[config.mk]
export PLATFORM = sky130hd
export DESIGN_NAME = dsm_sinc3_decimator
export DESIGN_NICKNAME = d
export VERILOG_FILES = /design/src/rtl/dsm_pkg.sv /design/src/rtl/dsm_cic_comb.sv /design/src/rtl/dsm_sinc3_decimator.sv
export SDC_FILE = /design/constraint.sdc
export NUM_CORES = 1
export LEC_CHECK = 0
export CAP_MARGIN = 20
export CORE_MARGIN = 4
export CORE_UTILIZATION = 56
export DETAILED_ROUTE_END_ITERATION = 6
export PLACE_DENSITY_LB_ADDON = 0.1
export SLEW_MARGIN = 10
export SYNTH_ARGS = -nofsm -noshare
export SYNTH_HDL_FRONTEND = slang
export SYNTH_SLANG_ARGS = --single-unit
export TNS_END_PERCENT = 10
[constraint.sdc]
create_clock -name internal_clk -period 4.5 [get_ports internal_clk]
set_input_delay 1.35 -clock internal_clk [delete_from_list [all_inputs] [get_ports internal_clk]]
set_output_delay 1.35 -clock internal_clk [all_outputs]
set_load 0.02 [all_outputs]
[src/rtl/dsm_pkg.sv]
// Shared constants, FSM encoding and width helpers for the sinc3 decimator.
package dsm_pkg;

    localparam int unsigned MOD_BITS_DEFAULT = 4;
    localparam int unsigned FILL_TICKS       = 3;

    typedef enum logic {
        S_FILL = 1'b0,
        S_RUN  = 1'b1
    } state_t;

    function automatic int unsigned clog2(input int unsigned v);
        int unsigned r;
        r = 0;
        for (int unsigned p = 1; p < v; p = p << 1) begin
            r = r + 1;
        end
        return r;
    endfunction

    // CIC bit growth: N*log2(R) for N=3 stages on top of the input width.
    function automatic int unsigned acc_bits(input int unsigned mod_bits,
                                             input int unsigned decim_log2);
        return mod_bits + 3 * decim_log2;
    endfunction

endpackage

[src/rtl/dsm_cic_comb.sv]
// One CIC differentiator stage: y = x - x_prev, where x_prev updates on en.
module dsm_cic_comb #(
    parameter int unsigned WIDTH = 16
) (
    input  logic             clk,
    input  logic             rst,
    input  logic             en,
    input  logic [WIDTH-1:0] x,
    output logic [WIDTH-1:0] y
);

    logic [WIDTH-1:0] d;

    always_comb begin
        y = x - d;
    end

    always_ff @(posedge clk) begin
        if (rst) begin
            d <= '0;
        end else if (en) begin
            d <= x;
        end
    end

endmodule

[src/rtl/dsm_sinc3_decimator.sv]
// Sinc3 (3rd-order CIC) decimator by 2^DECIM_LOG2 with valid/ready output.
// Optional DSM_DECIM_OVF_CNT_EN adds a saturating dropped-sample counter port.
module dsm_sinc3_decimator
    import dsm_pkg::*;
#(
    parameter int unsigned MOD_BITS   = MOD_BITS_DEFAULT,
    parameter int unsigned DECIM_LOG2 = 4,
    parameter int unsigned OUT_BITS   = 16
) (
    input  logic                internal_clk,
    input  logic                internal_rst,
    input  logic                in_valid,
    input  logic [MOD_BITS-1:0] in_bit,
    output logic [OUT_BITS-1:0] out_data,
    output logic                out_valid,
    input  logic                out_ready,
    output logic                settled,
`ifdef DSM_DECIM_OVF_CNT_EN
    output logic [7:0]          ovf_count,
`endif
    output logic                overrun
);

    localparam int unsigned ACC_BITS  = acc_bits(MOD_BITS, DECIM_LOG2);
    localparam int unsigned WARM_BITS = clog2(FILL_TICKS);

    logic [ACC_BITS-1:0]   i1, i2, i3;
    logic [ACC_BITS-1:0]   c1, c2, c3;
    logic [DECIM_LOG2-1:0] phase;
    logic                  tick;
    logic [WARM_BITS-1:0]  warm;
    state_t                state;
    logic                  accept;

    // Integrators run at the input rate; wrap-around is intentional.
    always_ff @(posedge internal_clk) begin
        if (internal_rst) begin
            i1    <= '0;
            i2    <= '0;
            i3    <= '0;
            phase <= '0;
            tick  <= 1'b0;
        end else begin
            tick <= in_valid && (phase == '1);
            if (in_valid) begin
                i1    <= i1 + ACC_BITS'(in_bit);
                i2    <= i2 + i1;
                i3    <= i3 + i2;
                phase <= phase + DECIM_LOG2'(1);
            end
        end
    end

    dsm_cic_comb #(.WIDTH(ACC_BITS)) u_comb1 (
        .clk(internal_clk), .rst(internal_rst), .en(tick), .x(i3), .y(c1)
    );

    dsm_cic_comb #(.WIDTH(ACC_BITS)) u_comb2 (
        .clk(internal_clk), .rst(internal_rst), .en(tick), .x(c1), .y(c2)
    );

    dsm_cic_comb #(.WIDTH(ACC_BITS)) u_comb3 (
        .clk(internal_clk), .rst(internal_rst), .en(tick), .x(c2), .y(c3)
    );

    always_comb begin
        accept = out_valid && out_ready;
    end

    always_ff @(posedge internal_clk) begin
        if (internal_rst) begin
            state     <= S_FILL;
            warm      <= '0;
            settled   <= 1'b0;
            out_data  <= '0;
            out_valid <= 1'b0;
            overrun   <= 1'b0;
`ifdef DSM_DECIM_OVF_CNT_EN
            ovf_count <= '0;
`endif
        end else begin
            if (accept) begin
                out_valid <= 1'b0;
            end
            if (tick) begin
                if (state == S_FILL) begin
                    warm <= warm + WARM_BITS'(1);
                    if (warm == WARM_BITS'(FILL_TICKS - 1)) begin
                        state   <= S_RUN;
                        settled <= 1'b1;
                    end
                end else begin
                    // A slot freed by a same-cycle accept can take the new result.
                    if (!out_valid || accept) begin
                        out_data  <= c3[ACC_BITS-1 -: OUT_BITS];
                        out_valid <= 1'b1;
                    end else begin
                        overrun <= 1'b1;
`ifdef DSM_DECIM_OVF_CNT_EN
                        if (ovf_count != '1) begin
                            ovf_count <= ovf_count + 8'd1;
                        end
`endif
                    end
                end
            end
        end
    end

endmodule

Word level (Yosys, flattened, before mapping)
Cells that the tools add are included.
{"block": "totals", "ff_bits": 123, "latch_bits": 0, "mem_bits_rw": 0, "mem_bits_ro": 0, "in_bits": 8, "out_inout_bits": 19, "elab_cells": 40, "mem_count": 0}
{"block": "op_classes", "add_sub_neg": 8, "n_mul": 0, "div_mod_pow": 0, "n_lt_le_gt_ge": 0, "n_eq_ne": 2, "shift": 0, "n_mux": 6, "bitwise_logic": 2, "n_reduce_logical": 8}
{"operator": "$sub A16 B16 Y16", "count": 3}
{"operator": "$add A16 B16 Y16", "count": 2}
{"operator": "$add A16 B4 Y16", "count": 1}
{"operator": "$reduce_and A3 Y1", "count": 3}
{"operator": "$mux W1", "count": 6}
{"operator": "$add A4 B1 Y4 const B", "count": 1}
{"operator": "$eq A4 B4 Y1 const B", "count": 1}
{"operator": "$add A2 B1 Y2 const B", "count": 1}
{"operator": "$eq A2 B2 Y1 const B", "count": 1}
{"operator": "$logic_and A1 B1 Y1", "count": 2}
{"operator": "$not A1 Y1", "count": 2}
{"operator": "$reduce_and A2 Y1", "count": 1}
{"operator": "$logic_not A1 Y1", "count": 1}
{"operator": "$logic_or A1 B1 Y1", "count": 1}

Logic depth before layout (Yosys ltp)
Gate-level depths: netlist of run 1.
{"block": "logic_depth", "ltp_word": 5, "depth_mapped": 27}

By module
From an unflattened synthesis of run 1, not the netlist that was laid out.
{"block": "unflattened", "hier_cells": 1045, "area_unflattened_um2": 8597.0}
{"mod": "dsm_sinc3_decimator", "n_inst": 1, "cells_per_inst": 497, "area_each_um2": 4212.8}
{"mod": "dsm_cic_comb at u_comb2 ...", "n_inst": 2, "cells_per_inst": 182, "area_each_um2": 1435.1}
{"mod": "dsm_cic_comb at u_comb1", "n_inst": 1, "cells_per_inst": 184, "area_each_um2": 1514.0}

Worst setup path before layout of run 1
OpenSTA, ideal clock, no wires.
{"block": "synth_timing", "kind": "register to register", "start": "register i3[0]", "end": "register out_data[15]", "setup_time_ps": 121, "arrival_time_ps": 4778, "required_ps": 4379, "path_slack_ps": -399, "stages_incl_launch_ff": 25, "n_path_buf": 0, "path_cell_list": "dfxtp_1 -> inv_1 -> ha_1 -> inv_1 -> fa_1 -> a21o_1 -> a21oi_1 -> o21bai_1 -> a21oi_1 -> o21ai_1 -> xor2_1 -> ha_1 -> and3_1 -> and3_1 -> and3_1 -> a211o_1 -> xor2_1 -> ha_1 -> a21o_1 -> o21bai_1 -> nand2b_1 -> mux2i_1 -> or4_1 -> nor2_1 -> nor4_2"}
{"block": "synth_between", "elab_chain_len": 3}
{"item": "from (decl)", "line_no": "dsm_sinc3_decimator.sv:27", "text": "logic [ACC_BITS-1:0] i1, i2, i3;"}
{"item": "from (signal assigned)", "line_no": "dsm_sinc3_decimator.sv:48", "text": "i3 <= i3 + i2;"}
{"item": "$sub A16 B16 Y16", "line_no": "dsm_cic_comb.sv:15", "text": "y = x - d;"}
{"item": "via c1[8]", "line_no": "dsm_sinc3_decimator.sv:28", "text": "logic [ACC_BITS-1:0] c1, c2, c3;"}
{"item": "$sub A16 B16 Y16", "line_no": "dsm_cic_comb.sv:15"}
{"item": "via c2[13]", "line_no": "dsm_sinc3_decimator.sv:28"}
{"item": "$sub A16 B16 Y16", "line_no": "dsm_cic_comb.sv:15"}
{"item": "to (signal assigned)", "line_no": "dsm_sinc3_decimator.sv:95", "text": "out_data <= c3[ACC_BITS-1 -: OUT_BITS];"}
{"item": "to (decl)", "line_no": "dsm_sinc3_decimator.sv:14", "text": "output logic [OUT_BITS-1:0] out_data,"}
The timed path passes the listed nets, and every way through them passes these cells.
A chain may end at the register's enable or synchronous reset.

Final worst setup path of run 1
Same ends and word-level chain as after synthesis.

==> metrics.md, run 1 <==
| Metric | Value |
|---|---|
| Status | `finished with violations` |
| Violations in the final reports | `setup timing` |
| Via count | `6,737` |
| Nets | `1,136` |
| Share of the synthesized area in the top cell type | `30.5%` |
| RSZ-0062 raised after global routing | `yes` |
| Die Wd | `128 µm` |
| Worst hold path class | `register to register` |
| Syn Std Cell Area | `0.00806 mm²` |
| Final Core Density | `69.8%` |
| Final std cells w/o fill | `1,233` |
| Crit-path max FO | `3` |
| # fillers | `1,156` |
| Antenna Nets Post-Route | `0` |
| Distinct cells, synth | `64` |
| CTS buffer count | `17` |
| Synth top area cells | `dfxtp_1 31%, ha_1 13%, mux2i_1 7.9%, nor2_1 6.3%, xnor2_1 4.5%` |
| CTS tree | `built` |
| Mean Syn Cell Area | `8.43 µm²` |
| WP data arrival | `4.99 ns` |
| Drt drc | `0` |
| Inst Count DP | `1,179` |
| Critical Path RT | `4.77 ns` |
| Top Ports | `27` |
| Pin count of the biggest net entering global routing | `81` |
| Rel. slew slack | `40.5%` |
| Final worst slack | `-0.221 ns` |
| Sequential area share after synthesis | `30.5%` |
| Worst setup EP type | `register` |
| Syn Inst Count | `957` |
| Synth Register Bits | `123` |
| Hold WS | `0.451 ns` |
| Area leader, netlist | `dfxtp_1` |
| Top FF cell, synth | `dfxtp_1` |
| DR vias/cell | `5.46` |
| CTS Sinks | `123` |
| Worst-margin pin slew | `0.892 ns` |
| Row count | `43` |
| CORE AREA | `0.0140 mm²` |
| Clk root buf | `clkbuf_16` |
| Mapped Nets | `1,052` |
| Number of global-route vias before repair | `6,593` |
| # Max-Cap Violations | `0` |
| Die Y | `128 µm` |
| Post-synth EDFFs | `0` |
| Peak Freq | `0.212 GHz` |
| Initial Util | `57.6%` |
| Dpl hpwl | `11,000 µm` |
| Mean routed wirelength per cell | `13.3 µm` |
| Initial antenna violation count | `0` |
| Share of cells above drive strength 1 | `12.5%` |
| Clock Latency Late Sink | `0.42 ns` |
| Asr flop ratio synth | `0%` |
| Tot GR Track Use | `21.3%` |
| Routed WL | `16,400 µm` |
| Max-slew violation count | `0` |
| Final worst path period share | `105%` |
| Most frequent cells after synthesis | `136 x nor2_1, 123 x dfxtp_1, 81 x ha_1` |
| Worst-path clk slew | `0.06 ns` |
| Seq. cell area | `0.00247 mm²` |
| Static Leakage | `4.10 nW` |
| Gr ovfl total | `0` |
| Startpoint types | `register` |
| Die ar. | `0.0164 mm²` |
| Final Critical Period | `4.72 ns` |
| Pwr/cell area | `491 mW/mm²` |
| Iteration-0 DRC Markers | `348` |
| Syn. warnings | `0` |
| CTS H-tree depth | `4` |
| Final setup viols | `3` |
| Count leader, synth | `nor2_1` |
| Area taken by multi-input logic gates | `0.00532 mm²` |
| Drt first pass iters | `6` |
| Global-route wire length before repair | `29,200 µm` |
| Total power | `0.00480 W` |
| ANT cells | `0` |
| Maximum buffer depth of the clock tree | `2` |
| Endpoints failing hold | `0` |
| Layout Skew | `0.00766 ns` |
| Worst vdd ir | `0.359 mV` |
| Syn-to-layout area delta | `21.1%` |
| Hold_buf cts | `0` |
| Crit path kind | `register to register` |
| Routability Congestion | `0.826` |
| Port buffer count | `26` |
final timing paths:
| kind | start | end | slack, ns | cells past startpoint |
|---|---|---|---|---|
| hold reg to reg | out_data[4] | out_data[4] | 0.45 | 2 |
| hold / removal | out_data[4] | out_data[4] | 0.45 | 2 |
| setup / recovery | i3[0] | out_data[15] | -0.22 | 24 |
| setup reg to reg | i3[0] | out_data[15] | -0.22 | 24 |
registers in the layout, summed over array words and instances (netlist names):
name and count:
u_comb3.d 16, state 1, tick 1, settled 1, i3 16, u_comb1.d 16, overrun 1, warm 2
phase 4, out_valid 1, i2 16, i1 16, out_data 16, u_comb2.d 16
placed cells by master, fill, tap and decap left out, types with 17 or more instances in the layout:
master	netlist	final
clkbuf_16	0	17
nand2b_1	19	19
dfxtp_1	123	120
a21o_1	23	23
nand3_1	18	18
buf_4	0	56
ha_1	81	79
xnor2_1	41	39
mux2i_1	64	64
inv_1	68	66
nand2_1	56	56
clkdlybuf4s50_1	0	24
a211oi_1	18	18
a21oi_1	51	47
xor2_1	34	33
nor2_1	136	136
power breakdown:
part	internal [W]	switching, W
Sequential	0.00111	0.0000153
Clock	0.00104	0.000475
Combinational	0.00113	0.00103
layout make-up:
| class | instances | area share [%] |
|---|---|---|
| Clock inverter | 6 | 1.61 |
| Timing Repair Buffer | 97 | 8.66 |
| Multi-Input combinational cell | 734 | 54.5 |
| Inverter | 68 | 2.61 |
| Sequential cell | 123 | 25.3 |
| Clock buffer | 25 | 5.07 |
| Tap cell | 180 | 2.31 |
timing repair:
item / 4_1_cts / 5_1_grt
endpoints found under the hold margin: 0 / 0
pin swaps: 10 / 5
setup endpoints to repair: 4 / 8
resized for setup: 8 / 18
buffers inserted: 23 / 0
logic make-up (layout without fill, tap and decap cells):
logic type,count (synthesis),after routing,share of synthesized area (%)
flops,123,123,30.5
buf+inv,100,196,4.76
xor+xnor,75,75,8.15
fa+ha+maj,87,87,14.1
simple gates,311,311,18.3
compound gates,197,197,16.3
mux,64,64,7.95
routing by layer:
layer / vias to the layer above / wire length (µm) / global-route usage (%)
met4: 0 / 187 / 5.99
met1: 3100 / 8150 / 27.9
met3: 19 / 549 / 4.88
met2: 90 / 7560 / 35.3
met5: - / 0 / 0
li1: 3528 / - / -
metrics by stage:
stage                     setup slack, ns  TNS [ns]  cell area, µm²
after floorplan                   -0.0762   -0.0762            8110
after global placement             -0.173    -0.259            8820
after detailed placement           -0.209    -0.351            8820
after CTS                          -0.150    -0.264            9680
after global routing               -0.473     -1.86            9760
final                              -0.221    -0.376            9760
critical path: stages, from the launching register on:
cell and delay, ns:
dfxtp_2 0.32, inv_2 0.05, ha_4 0.12, inv_2 0.03, fa_2 0.34, a21o_1 0.20
a21oi_2 0.14, o21bai_1 0.10, a21oi_2 0.22, o21ai_2 0.12, a31oi_2 0.23, nor2b_4 0.19
xnor2_1 0.13, ha_1 0.29, and3_1 0.20, a211o_1 0.30, xor2_2 0.17, ha_1 0.32
a21o_1 0.18, o21bai_4 0.17, nand2_1 0.06, o21ai_1 0.06, or4_1 0.46, nor2_1 0.13
nor4_2 0.05
Power figures use the tool's default switching activity.
==> run 2, diff against run 1 <==
CTS_CLUSTER_DIAMETER = 60   (was default)
CTS_CLUSTER_SIZE = 20   (was default)
==> results of run 2 <==
No change in the layout: final DEF, timing and power equal those of run 1.
==> run 3, diff against run 2 <==
CORE_UTILIZATION = 65   (was 56)
CTS_CLUSTER_SIZE = default   (was 20)
SETUP_SLACK_MARGIN = 0.1   (was default)
clock period = 6.1 ns   (was 4.5 ns; I/O delays follow)
==> run 3 against run 2 <==
Net effect: the run now ends clean; utilization is 4.3 points higher; final cell count shrank 6.7%; clock skew about the same; cell area decreased by 8.5%; maximum frequency fell by 13%; worst hold slack got worse by 0.0037 ns; register-to-register slack gained 0.90 ns; first-iteration DRC count is 12% higher; global-route usage is 2.9 points higher; worst setup slack improved by 0.90 ns; critical path type unchanged.
==> metrics.md, run 3 (synthesis results as in run 1) <==
| Metric | Value |
|---|---|
| Status | `finished clean` |
| CTS H-tree depth | `4` |
| # Max-Cap Violations | `0` |
| Drt drc | `0` |
| Sum Neg Setup Slack | `0 ns` |
| Dpl hpwl | `11,600 µm` |
| Crit path kind | `register to register` |
| CTS tree | `built` |
| Most common cell after layout, fill and taps aside | `nor2_1` |
| Worst vdd ir | `0.236 mV` |
| Slowest cell on crit path | `or4_1` |
| Routed WL | `16,300 µm` |
| Termination of the worst setup path | `out_data[15]` |
| Clk root buf | `clkbuf_16` |
| Worst hold path class | `register to register` |
| RR Endpoint | `out_data[15]` |
| FF-to-FF path depth | `24` |
| Resize count post-CTS | `0` |
| Via count | `6,689` |
| Drt first pass iters | `5` |
| CP startpoint | `i3[0]` |
| Global-route wire length before repair | `29,100 µm` |
| Stages on worst setup path | `24` |
| Peak Freq | `0.184 GHz` |
| # fillers | `915` |
| Hold Path Origin | `out_data[8]` |
| FF-to-FF setup slack | `0.68 ns` |
| Worst Hold Depth | `2` |
| Mean routed wirelength per cell | `14.1 µm` |
| Commonest cells after routing, fill and taps aside | `135 x nor2_1, 122 x dfxtp_1, 81 x ha_1, 68 x inv_1, 64 x mux2i_1` |
| Initial Util | `66.8%` |
| Ordered cell list for the critical path | `inv_1 -> ha_1 -> inv_1 -> fa_1 -> a21o_1 -> a21oi_1 -> o21bai_1 -> a21oi_1 -> o21ai_1 -> xor2_1 -> ha_1 -> and3_1 -> and3_1 -> and3_1 -> a211o_1 -> xor2_1 -> ha_1 -> a21o_1 -> o21bai_1 -> nand2b_1 -> mux2i_1 -> or4_1 -> nor2_1 -> nor4_2` |
| Pin count of the biggest net entering global routing | `71` |
| Maximum buffer depth of the clock tree | `2` |
| Rel. slew slack | `34.6%` |
| CTS buffer count | `17` |
| Gr ovfl total | `0` |
| Final Instance Area | `0.00893 mm²` |
| Worst-path clk slew | `0.05 ns` |
| Worst-margin pin slew | `0.957 ns` |
| WP data arrival | `5.69 ns` |
| Delay-heaviest family, CP | `compound AO/OA/AOI/OAI gates` |
| CTS Sinks | `123` |
| Syn-to-layout area delta | `10.8%` |
| ANT cells | `0` |
| CP max stage delay | `0.51 ns` |
| Nets | `1,068` |
| Number of global-route vias before repair | `6,685` |
| Static Leakage | `3.66 nW` |
| RSZ-0062 raised after global routing | `no` |
| Row count | `40` |
| Die Wd | `119 µm` |
| Final Critical Period | `5.42 ns` |
| Reg-to-reg critical path startpoint | `i3[0]` |
| Startpoint types | `register` |
| Worst setup EP type | `register` |
| Final setup viols | `0` |
| Max-slew violation count | `0` |
| Crit-path max FO | `6` |
| Post-CTS setup buffers | `0` |
| Port buffer count | `26` |
| Die Y | `119 µm` |
| Die ar. | `0.0143 mm²` |
| Worst path bufs/invs | `2` |
| Top Ports | `27` |
| Final worst path period share | `88.9%` |
| Hold_buf cts | `0` |
| Antenna Nets Post-Route | `0` |
| Dpl cell area | `0.00842 mm²` |
| Iteration-0 DRC Markers | `389` |
| Endpoints failing hold | `0` |
| Tot GR Track Use | `24.2%` |
| CORE AREA | `0.0121 mm²` |
| Layout Skew | `0.00724 ns` |
| Critical Path RT | `6.37 ns` |
| Initial antenna violation count | `0` |
| Routability Congestion | `0.841` |
| Pwr/cell area | `325 mW/mm²` |
| Share of cells above drive strength 1 | `4.07%` |
| Clock Latency Late Sink | `0.41 ns` |
| DR vias/cell | `5.82` |
-- run 3: final cells by class --
class | count | area [µm²] | area share (%)
clock buffer | 25 | 495 | 5.55
clock inverter | 3 | 15.0 | 0.168
inverter | 68 | 255 | 2.86
multi-input combinational | 734 | 5220 | 58.4
sequential | 123 | 2460 | 27.6
tap | 168 | 210 | 2.35
timing repair buffer | 29 | 275 | 3.08
-- run 3: where the power goes --
part	internal (W)	switching [W]	total (W)
logic	0.000532	0.000661	0.00119
clock network	0.000550	0.000333	0.000883
registers	0.000817	0.0000138	0.000831
-- run 3: how the worst min path moves through the flow --
stage,endpoint,slack [ns]
2_1_floorplan,tick,0.43
6_report,out_data[8],0.45
3_5_place_dp,out_data[8],0.44
3_3_place_gp,out_data[13],0.44
5_1_grt,tick,0.47
4_1_cts,out_data[8],0.45
-- run 3: through the flow --
step	hold WS [ns]	utilization, %	total power [W]	setup slack [ns]	cells
final	0.448	74.1	0.00291	0.680	1150
after global placement	0.439	69.8	0.00198	0.868	1122
after CTS	0.451	74.0	0.00292	0.697	1150
after detailed placement	0.444	69.8	0.00202	0.721	1122
after floorplan	0.434	-	0.00182	1.20	957
after global routing	0.474	74.1	0.00312	0.230	1150
-- run 3: tightest hold or removal path, cell delays in order, from the launching register on --
cell     delay, ns
dfxtp_1       0.30
nand2_1       0.05
a21oi_1       0.05
-- run 3: layer usage --
metal	GRT usage, %	part of all wire (%)
met5	0	0
met4	8.95	1.6
met3	5.18	3.3
met2	42.3	49
met1	29.3	46
